## config.mk

```make
export PLATFORM = sky130hd
export DESIGN_NAME = axi_aw_arbiter_push
export DESIGN_NICKNAME = d
export VERILOG_FILES = /design/src/rtl/axi_aw_arbiter_push_pkg.sv /design/src/rtl/axi_aw_rr_pick.sv /design/src/rtl/axi_aw_arbiter_push.sv
export SDC_FILE = /design/constraint.sdc
export NUM_CORES = 1
export LEC_CHECK = 0
export ABC_CLOCK_PERIOD_IN_PS = 5300
export CORE_AREA = 2 2 186 188
export DETAILED_ROUTE_END_ITERATION = 10
export DIE_AREA = 0 0 188 190
export GPL_ROUTABILITY_DRIVEN = 0
export PLACE_DENSITY = 0.53
export SYNTH_ARGS = -nofsm -noshare
export SYNTH_HDL_FRONTEND = slang
export SYNTH_SLANG_ARGS = --single-unit
```

## constraint.sdc

```tcl
create_clock -name clk -period 5.3 [get_ports clk]
set_input_delay 1.325 -clock clk [delete_from_list [all_inputs] [get_ports clk]]
set_output_delay 1.325 -clock clk [all_outputs]
set_load 0.005 [all_outputs]
```

## src/rtl/axi_aw_arbiter_push_pkg.sv

```systemverilog
// Shared types and constants for the AXI node write-address path.
// Holds the AW payload layout, the arbiter state encoding and width helpers.
package axi_node_pkg;

    localparam int DEF_N_TARG_PORT = 7;
    localparam int DEF_AXI_ADDR_W  = 32;
    localparam int DEF_AXI_ID_IN   = 4;
    localparam int DEF_AXI_USER_W  = 6;
    localparam int AXI_LEN_W       = 8;
    localparam int AXI_SIZE_W      = 3;
    localparam int AXI_BURST_W     = 2;

    typedef enum logic {
        ARB  = 1'b0,
        HOLD = 1'b1
    } aw_state_t;

    // Index width that never collapses to zero bits, so a single port still has an index.
    function automatic int idx_w(input int n);
        return (n > 1) ? $clog2(n) : 1;
    endfunction

    // AW payload in the node's default geometry (incoming ID width).
    typedef struct packed {
        logic [DEF_AXI_ID_IN-1:0]  id;
        logic [DEF_AXI_ADDR_W-1:0] addr;
        logic [AXI_LEN_W-1:0]      len;
        logic [AXI_SIZE_W-1:0]     size;
        logic [AXI_BURST_W-1:0]    burst;
        logic [DEF_AXI_USER_W-1:0] user;
    } aw_payload_t;

endpackage

```

## src/rtl/axi_aw_rr_pick.sv

```systemverilog
// Combinational rotating-priority picker: first requester at or after ptr,
// wrapping modulo N, reported as one-hot grant, binary index and any-flag.
module axi_aw_rr_pick
    import axi_node_pkg::*;
#(
    parameter int N     = DEF_N_TARG_PORT,
    parameter int IDX_W = idx_w(N)
) (
    input  logic [N-1:0]     req,
    input  logic [IDX_W-1:0] ptr,
    output logic [N-1:0]     grant,
    output logic [IDX_W-1:0] bin,
    output logic             any
);

    logic [IDX_W-1:0] cand [N];

    // cand[k] is the port index examined at priority rank k.
    generate
        for (genvar gi = 0; gi < N; gi++) begin : g_cand
            logic [IDX_W:0] sum;
            assign sum = {1'b0, ptr} + (IDX_W+1)'(gi);
            assign cand[gi] = (sum >= (IDX_W+1)'(N)) ? IDX_W'(sum - (IDX_W+1)'(N))
                                                     : sum[IDX_W-1:0];
        end
    endgenerate

    always_comb begin
        bin = '0;
        for (int k = N - 1; k >= 0; k--) begin
            if (req[cand[k]]) begin
                bin = cand[k];
            end
        end
        any = |req;
    end

    generate
        for (genvar gi = 0; gi < N; gi++) begin : g_grant
            assign grant[gi] = any & (bin == IDX_W'(gi));
        end
    endgenerate

endmodule

```

## src/rtl/axi_aw_arbiter_push.sv

```systemverilog
// Round-robin AW arbiter for one initiator port; pushes {BIN_ID, OH_ID} to the
// write-data allocator's ID FIFO per AW handshake. Optional AW_OUT_REG_EN adds an output slice.
module axi_aw_arbiter_push
    import axi_node_pkg::*;
#(
    parameter int N_TARG_PORT = DEF_N_TARG_PORT,
    parameter int LOG_N_TARG  = idx_w(N_TARG_PORT),
    parameter int AXI_ADDR_W  = DEF_AXI_ADDR_W,
    parameter int AXI_ID_IN   = DEF_AXI_ID_IN,
    parameter int AXI_USER_W  = DEF_AXI_USER_W,
    parameter int AXI_ID_OUT  = AXI_ID_IN + LOG_N_TARG
) (
    input  logic                                   clk,
    input  logic                                   rst_n,
    input  logic [N_TARG_PORT-1:0][AXI_ID_IN-1:0]  awid_i,
    input  logic [N_TARG_PORT-1:0][AXI_ADDR_W-1:0] awaddr_i,
    input  logic [N_TARG_PORT-1:0][7:0]            awlen_i,
    input  logic [N_TARG_PORT-1:0][2:0]            awsize_i,
    input  logic [N_TARG_PORT-1:0][1:0]            awburst_i,
    input  logic [N_TARG_PORT-1:0][AXI_USER_W-1:0] awuser_i,
    input  logic [N_TARG_PORT-1:0]                 awvalid_i,
    output logic [N_TARG_PORT-1:0]                 awready_o,
    output logic [AXI_ID_OUT-1:0]                  awid_o,
    output logic [AXI_ADDR_W-1:0]                  awaddr_o,
    output logic [7:0]                             awlen_o,
    output logic [2:0]                             awsize_o,
    output logic [1:0]                             awburst_o,
    output logic [AXI_USER_W-1:0]                  awuser_o,
    output logic                                   awvalid_o,
    input  logic                                   awready_i,
    output logic                                   push_ID_o,
    output logic [LOG_N_TARG+N_TARG_PORT-1:0]      ID_o,
    input  logic                                   grant_FIFO_ID_i
);

    typedef struct packed {
        logic [AXI_ID_OUT-1:0] id;
        logic [AXI_ADDR_W-1:0] addr;
        logic [7:0]            len;
        logic [2:0]            size;
        logic [1:0]            burst;
        logic [AXI_USER_W-1:0] user;
    } aw_pld_t;

    aw_state_t              state_reg, state_next;
    logic [LOG_N_TARG-1:0]  rr_ptr_reg, rr_ptr_next;
    logic [LOG_N_TARG-1:0]  lock_idx_reg, lock_idx_next;

    logic [N_TARG_PORT-1:0] eligible;
    logic [N_TARG_PORT-1:0] pick_oh;
    logic [LOG_N_TARG-1:0]  pick_bin;
    logic                   pick_any;

    logic [LOG_N_TARG-1:0]  sel_idx;
    logic [N_TARG_PORT-1:0] sel_oh;
    logic [LOG_N_TARG-1:0]  sel_idx_inc;
    logic                   arb_valid;
    logic                   arb_ready;
    logic                   arb_hs;
    aw_pld_t                sel_pld;
    aw_pld_t                out_pld;
    logic                   out_valid;

    // Nothing is eligible while the ID FIFO cannot take the routing word.
    assign eligible = awvalid_i & {N_TARG_PORT{grant_FIFO_ID_i}};

    axi_aw_rr_pick #(
        .N     (N_TARG_PORT),
        .IDX_W (LOG_N_TARG)
    ) u_pick (
        .req   (eligible),
        .ptr   (rr_ptr_reg),
        .grant (pick_oh),
        .bin   (pick_bin),
        .any   (pick_any)
    );

    assign sel_idx     = (state_reg == HOLD) ? lock_idx_reg : pick_bin;
    assign sel_idx_inc = (sel_idx == LOG_N_TARG'(N_TARG_PORT - 1)) ? '0
                                                                   : sel_idx + LOG_N_TARG'(1);

    generate
        for (genvar gi = 0; gi < N_TARG_PORT; gi++) begin : g_sel_oh
            assign sel_oh[gi] = (sel_idx == LOG_N_TARG'(gi));
        end
    endgenerate

    // Outputs are forced low while reset is held, independent of the clock.
    assign arb_valid = rst_n & ((state_reg == HOLD) | pick_any);
    assign arb_hs    = arb_valid & arb_ready;

    always_comb begin
        sel_pld = '0;
        if (arb_valid) begin
            sel_pld.id    = {sel_idx, awid_i[sel_idx]};
            sel_pld.addr  = awaddr_i[sel_idx];
            sel_pld.len   = awlen_i[sel_idx];
            sel_pld.size  = awsize_i[sel_idx];
            sel_pld.burst = awburst_i[sel_idx];
            sel_pld.user  = awuser_i[sel_idx];
        end
    end

    always_comb begin
        state_next    = state_reg;
        rr_ptr_next   = rr_ptr_reg;
        lock_idx_next = lock_idx_reg;
        unique case (state_reg)
            ARB: begin
                if (arb_hs) begin
                    rr_ptr_next = sel_idx_inc;
                end else if (arb_valid) begin
                    state_next    = HOLD;
                    lock_idx_next = pick_bin;
                end
            end
            HOLD: begin
                if (arb_hs) begin
                    state_next  = ARB;
                    rr_ptr_next = sel_idx_inc;
                end
            end
            default: state_next = ARB;
        endcase
    end

    always_ff @(posedge clk or negedge rst_n) begin
        if (!rst_n) begin
            state_reg    <= ARB;
            rr_ptr_reg   <= '0;
            lock_idx_reg <= '0;
        end else begin
            state_reg    <= state_next;
            rr_ptr_reg   <= rr_ptr_next;
            lock_idx_reg <= lock_idx_next;
        end
    end

    assign awready_o = arb_hs ? sel_oh : '0;
    assign push_ID_o = arb_hs;
    assign ID_o      = arb_hs ? {sel_idx, sel_oh} : '0;

`ifdef AW_OUT_REG_EN
    // Two-entry FIFO slice: ready depends only on occupancy, sustaining one AW per cycle.
    aw_pld_t    slot_reg [2];
    logic [1:0] cnt_reg;
    logic       wr_sel_reg;
    logic       rd_sel_reg;
    logic       pop;

    assign arb_ready = (cnt_reg != 2'd2);
    assign out_valid = (cnt_reg != 2'd0);
    assign pop       = out_valid & awready_i;
    assign out_pld   = out_valid ? slot_reg[rd_sel_reg] : '0;

    always_ff @(posedge clk or negedge rst_n) begin
        if (!rst_n) begin
            cnt_reg     <= '0;
            wr_sel_reg  <= 1'b0;
            rd_sel_reg  <= 1'b0;
            slot_reg[0] <= '0;
            slot_reg[1] <= '0;
        end else begin
            if (arb_hs) begin
                slot_reg[wr_sel_reg] <= sel_pld;
                wr_sel_reg           <= ~wr_sel_reg;
            end
            if (pop) begin
                rd_sel_reg <= ~rd_sel_reg;
            end
            cnt_reg <= cnt_reg + 2'(arb_hs) - 2'(pop);
        end
    end
`else
    assign arb_ready = awready_i;
    assign out_valid = arb_valid;
    assign out_pld   = sel_pld;
`endif

    assign awvalid_o = out_valid;
    assign awid_o    = out_pld.id;
    assign awaddr_o  = out_pld.addr;
    assign awlen_o   = out_pld.len;
    assign awsize_o  = out_pld.size;
    assign awburst_o = out_pld.burst;
    assign awuser_o  = out_pld.user;

    // The ID FIFO cannot fill behind us while a request is locked.
    hold_fifo_grant: assert property (@(posedge clk) disable iff (!rst_n)
        (state_reg == HOLD) |-> grant_FIFO_ID_i);

    hold_req_kept: assert property (@(posedge clk) disable iff (!rst_n)
        (state_reg == HOLD) |-> awvalid_i[lock_idx_reg]);

    ready_with_push: assert property (@(posedge clk) disable iff (!rst_n)
        (|awready_o) |-> push_ID_o);

endmodule

```

==> results.md <==
* global-route wire length before repair: 63500 um
* total leakage power: 6.79 nW
* antenna violations before repair: 2
* I/O pin count: 473
* cts bufs inserted: 3
* detailed placement HPWL: 31900 um
* starting density of the core: 19.0%
* number of enable-type register cells in the synthesized netlist: 0
* Final Hold Violating Endpoints: 0
* data arrival time of the critical path: 4.44 ns
* violation count after the first detailed-route iteration: 658
* routed wire length: 44400 um
* fill cell instance count of the final layout: 3287
* Slew @ Worst Pin: 0.677 ns
* number of placement rows: 68
* Synth Flop Type: sky130_fd_sc_hd__dfrtp_1
* final non-filler cell area: 15200 um2
* maxcap violations: 0
* Final setup violation count: 71
* worst min-delay path class: register to register
* layout cells sized above 1: 33.7%
* Peak supply drop: 0.294 mV
* final period utilization: 109%
* routed via count divided by cell count: 5.00
* Routed Antenna Nets: 0
* largest fanout of any net on the critical path: 7
* core area: 33900 um2
* Area Growth Syn to Fin: 136%
* unrepaired setup endpoints after global routing: true
* CTS sink count: 7
* clock root buffer master: sky130_fd_sc_hd__clkbuf_16
* buffers added on ports: 472
* Seq/Total Area, Yosys: 2.71%
* maximum count of clock buffers along a single path: 2
* worst setup timing slack at the placement stage: -1.17 ns
* deepest level of the CTS H-tree: 1
* Die ar.: 35700 um2
* clock-pin slew on the worst setup and hold paths: 0.04 ns
* via count of the first global-routing pass: 10407
* floorplan die height: 190 um
* Setup crit start kind: primary input
* nature of the critical path endpoint: output pin
* netlist area before placement: 6450 um2
* TritonCTS clock tree: built
* fin crit period: 5.77 ns
* gate count after technology mapping: 993
* Post-Synthesis Mean Instance Area: 6.50 um2
* Tot GR Track Use: 22.9%
* first-pass iteration count of the detailed router: 5
* synthesis-stage register bit count: 7
* worst setup skew after layout: 0.00244 ns
* ratio of total power to cell area: 732 nW/um2
* final net count: 2022
* fmax: 173 MHz
* violations in the final reports: setup timing
* number of cells after detailed placement: 1967
* maximum number of pins on one net before global-route repair: 52
* post-route DRC violation count: 0
* final count of pins violating max slew: 0
* fraction of synthesis flops using an asynchronous set or reset pin: 100%
* total power after layout: 0.0112 W
* category of the most critical setup path: primary input to output pin
* Warnings, synthesis: 0
* clock insertion delay at the later pin of the skew report: 0.24 ns
* Worst Path Required: 3.97 ns
* number of distinct library cells after synthesis: 72
* die width: 188 um
* non-filler cells, final: 2069
* Placement Cell Area: 12700 um2
* worst slew slack as a fraction of its limit: 53.7%
* grt ovf: 0
* outcome: finished, violations left
* slack of the critical path: -0.466 ns
* Post-Syn Nets: 1402
* number of vias after detailed routing: 10350
* DR WL/cell: 21.4 um
where the power goes:
part	switching (W)	internal [W]	leakage (nW)
Sequential	0.0000298	0.0000780	0.0823
Clock	0.0000340	0.000101	0.0382
Combinational	0.00511	0.00580	6.67
Total	0.00517	0.00598	6.79
Yosys cell counts (4+ instances only):
library cell	n	share of area (%)
sky130_fd_sc_hd__o21ai_0	139	11
sky130_fd_sc_hd__ha_1	11	2.1
sky130_fd_sc_hd__buf_6	7	1.2
sky130_fd_sc_hd__nor2b_1	5	0.48
sky130_fd_sc_hd__and3_1	172	17
sky130_fd_sc_hd__mux2_2	7	1.2
sky130_fd_sc_hd__a21boi_0	165	19
sky130_fd_sc_hd__a21oi_1	18	1.4
sky130_fd_sc_hd__dfrtp_1	7	2.7
sky130_fd_sc_hd__xnor2_1	6	0.81
sky130_fd_sc_hd__nand2_1	22	1.3
sky130_fd_sc_hd__o21ai_1	41	3.2
sky130_fd_sc_hd__and2_1	5	0.48
sky130_fd_sc_hd__buf_2	26	2.0
sky130_fd_sc_hd__nor2_1	25	1.5
sky130_fd_sc_hd__nand3_1	9	0.70
sky130_fd_sc_hd__nor3_1	6	0.47
sky130_fd_sc_hd__nand2b_1	8	0.78
sky130_fd_sc_hd__o2111ai_1	54	7.3
sky130_fd_sc_hd__a31oi_1	5	0.48
sky130_fd_sc_hd__or3_1	4	0.39
sky130_fd_sc_hd__inv_1	65	3.8
sky130_fd_sc_hd__mux2i_1	23	3.6
sky130_fd_sc_hd__clkbuf_1	77	4.5
sky130_fd_sc_hd__buf_4	10	1.2
sky130_fd_sc_hd__nor4_1	4	0.39
layout make-up:
type                            instances  area, um2  share of cell area, %
Timing Repair Buffer                  735       7650                   50.2
Multi-Input combinational cell        800       6500                   42.7
Tap cell                              455        569                   3.74
Inverter                               66        250                   1.64
Sequential cell                         7        178                   1.17
Clock buffer                            4       78.8                  0.518
Antenna cell                            2       5.00                 0.0329
layout by cell type (no fill, tap or decap), types with 9 or more instances in the layout:
cell type	synthesis	layout
sky130_fd_sc_hd__buf_8	0	11
sky130_fd_sc_hd__and3_1	172	155
sky130_fd_sc_hd__a21boi_0	165	126
sky130_fd_sc_hd__a21boi_1	0	32
sky130_fd_sc_hd__clkbuf_16	0	10
sky130_fd_sc_hd__a21oi_1	18	16
sky130_fd_sc_hd__o21ai_0	139	38
sky130_fd_sc_hd__and3_4	0	17
sky130_fd_sc_hd__o2111ai_1	54	9
sky130_fd_sc_hd__nand2_1	22	17
sky130_fd_sc_hd__o21ai_2	0	32
sky130_fd_sc_hd__buf_4	10	157
sky130_fd_sc_hd__mux2i_1	23	15
sky130_fd_sc_hd__buf_12	0	40
sky130_fd_sc_hd__o21ai_1	41	105
sky130_fd_sc_hd__buf_16	0	20
sky130_fd_sc_hd__o2111ai_2	3	48
sky130_fd_sc_hd__buf_2	26	55
sky130_fd_sc_hd__nor2_1	25	18
sky130_fd_sc_hd__buf_6	7	47
sky130_fd_sc_hd__inv_1	65	63
sky130_fd_sc_hd__clkdlybuf4s50_1	0	389
cell families after synthesis:
group | Yosys count | synth area share, %
buffers and inverters | 186 | 12.7
xor gates and xnor gates | 8 | 1.09
adders and majority gates | 13 | 2.75
AOI/OAI and AO/OA | 463 | 48.6
muxes | 30 | 4.79
and+or+nand+nor | 286 | 27.4
DFF | 7 | 2.71
worst max-delay path: stages:
cell and delay (ns):
sky130_fd_sc_hd__clkbuf_2 0.15, sky130_fd_sc_hd__nand2_4 0.12, sky130_fd_sc_hd__a21oi_1 0.06, sky130_fd_sc_hd__o211ai_1 0.26
sky130_fd_sc_hd__a41oi_2 0.18, sky130_fd_sc_hd__or4bb_1 0.55, sky130_fd_sc_hd__a2111o_1 0.50, sky130_fd_sc_hd__nand4b_4 0.14
sky130_fd_sc_hd__buf_12 0.14, sky130_fd_sc_hd__buf_12 0.15, sky130_fd_sc_hd__nand2_8 0.06, sky130_fd_sc_hd__nand3b_4 0.18
sky130_fd_sc_hd__buf_12 0.17, sky130_fd_sc_hd__buf_16 0.14, sky130_fd_sc_hd__o2111ai_2 0.13, sky130_fd_sc_hd__buf_2 0.16
path summary, 6_finish.rpt:
| path | depth (start not counted) | from | end | slack, ns |
|---|---|---|---|---|
| setup / recovery | 16 | awvalid_i[5] | awid_o[3] | -0.47 |
| hold reg to reg | 1 | lock_idx_reg[1] | lock_idx_reg[1] | 0.50 |
| min in group asynchronous | 2 | rst_n | asynchronous set/reset pin | 1.41 |
| hold / removal | 1 | lock_idx_reg[1] | lock_idx_reg[1] | 0.50 |
| setup reg to reg | 21 | rr_ptr_reg[1] | rr_ptr_reg[1] | 1.10 |
| max in group asynchronous | 2 | rst_n | rr_ptr_reg[0] | 3.73 |
stage by stage:
step / utilization, % / hold WS (ns) / TNS (ns)
4_1_cts: 42.6 / 0.504 / -25.13
3_3_place_gp: 37.5 / 0.494 / -73.95
3_5_place_dp: 37.5 / 0.495 / -77.74
5_1_grt: 44.9 / 0.521 / -33.00
6_report: 44.9 / 0.504 / -26.70
2_1_floorplan: - / 0.475 / 0
layer usage:
| metal | track usage (%) | part of all wire (%) |
|---|---|---|
| met5 | 0 | 0 |
| met4 | 4.66 | 2.3 |
| met3 | 2.62 | 5.1 |
| met2 | 42.5 | 51 |
| met1 | 28.3 | 41 |
timing repair:
item / in CTS / in global routing
gates resized for setup: 590 / 191
pin swaps: 95 / 50
setup endpoints to repair: 75 / 75
gates cloned: 27 / 7
buffers inserted: 53 / 21
hold buffers: 0 / 0
(Power assumes the default switching activity.)
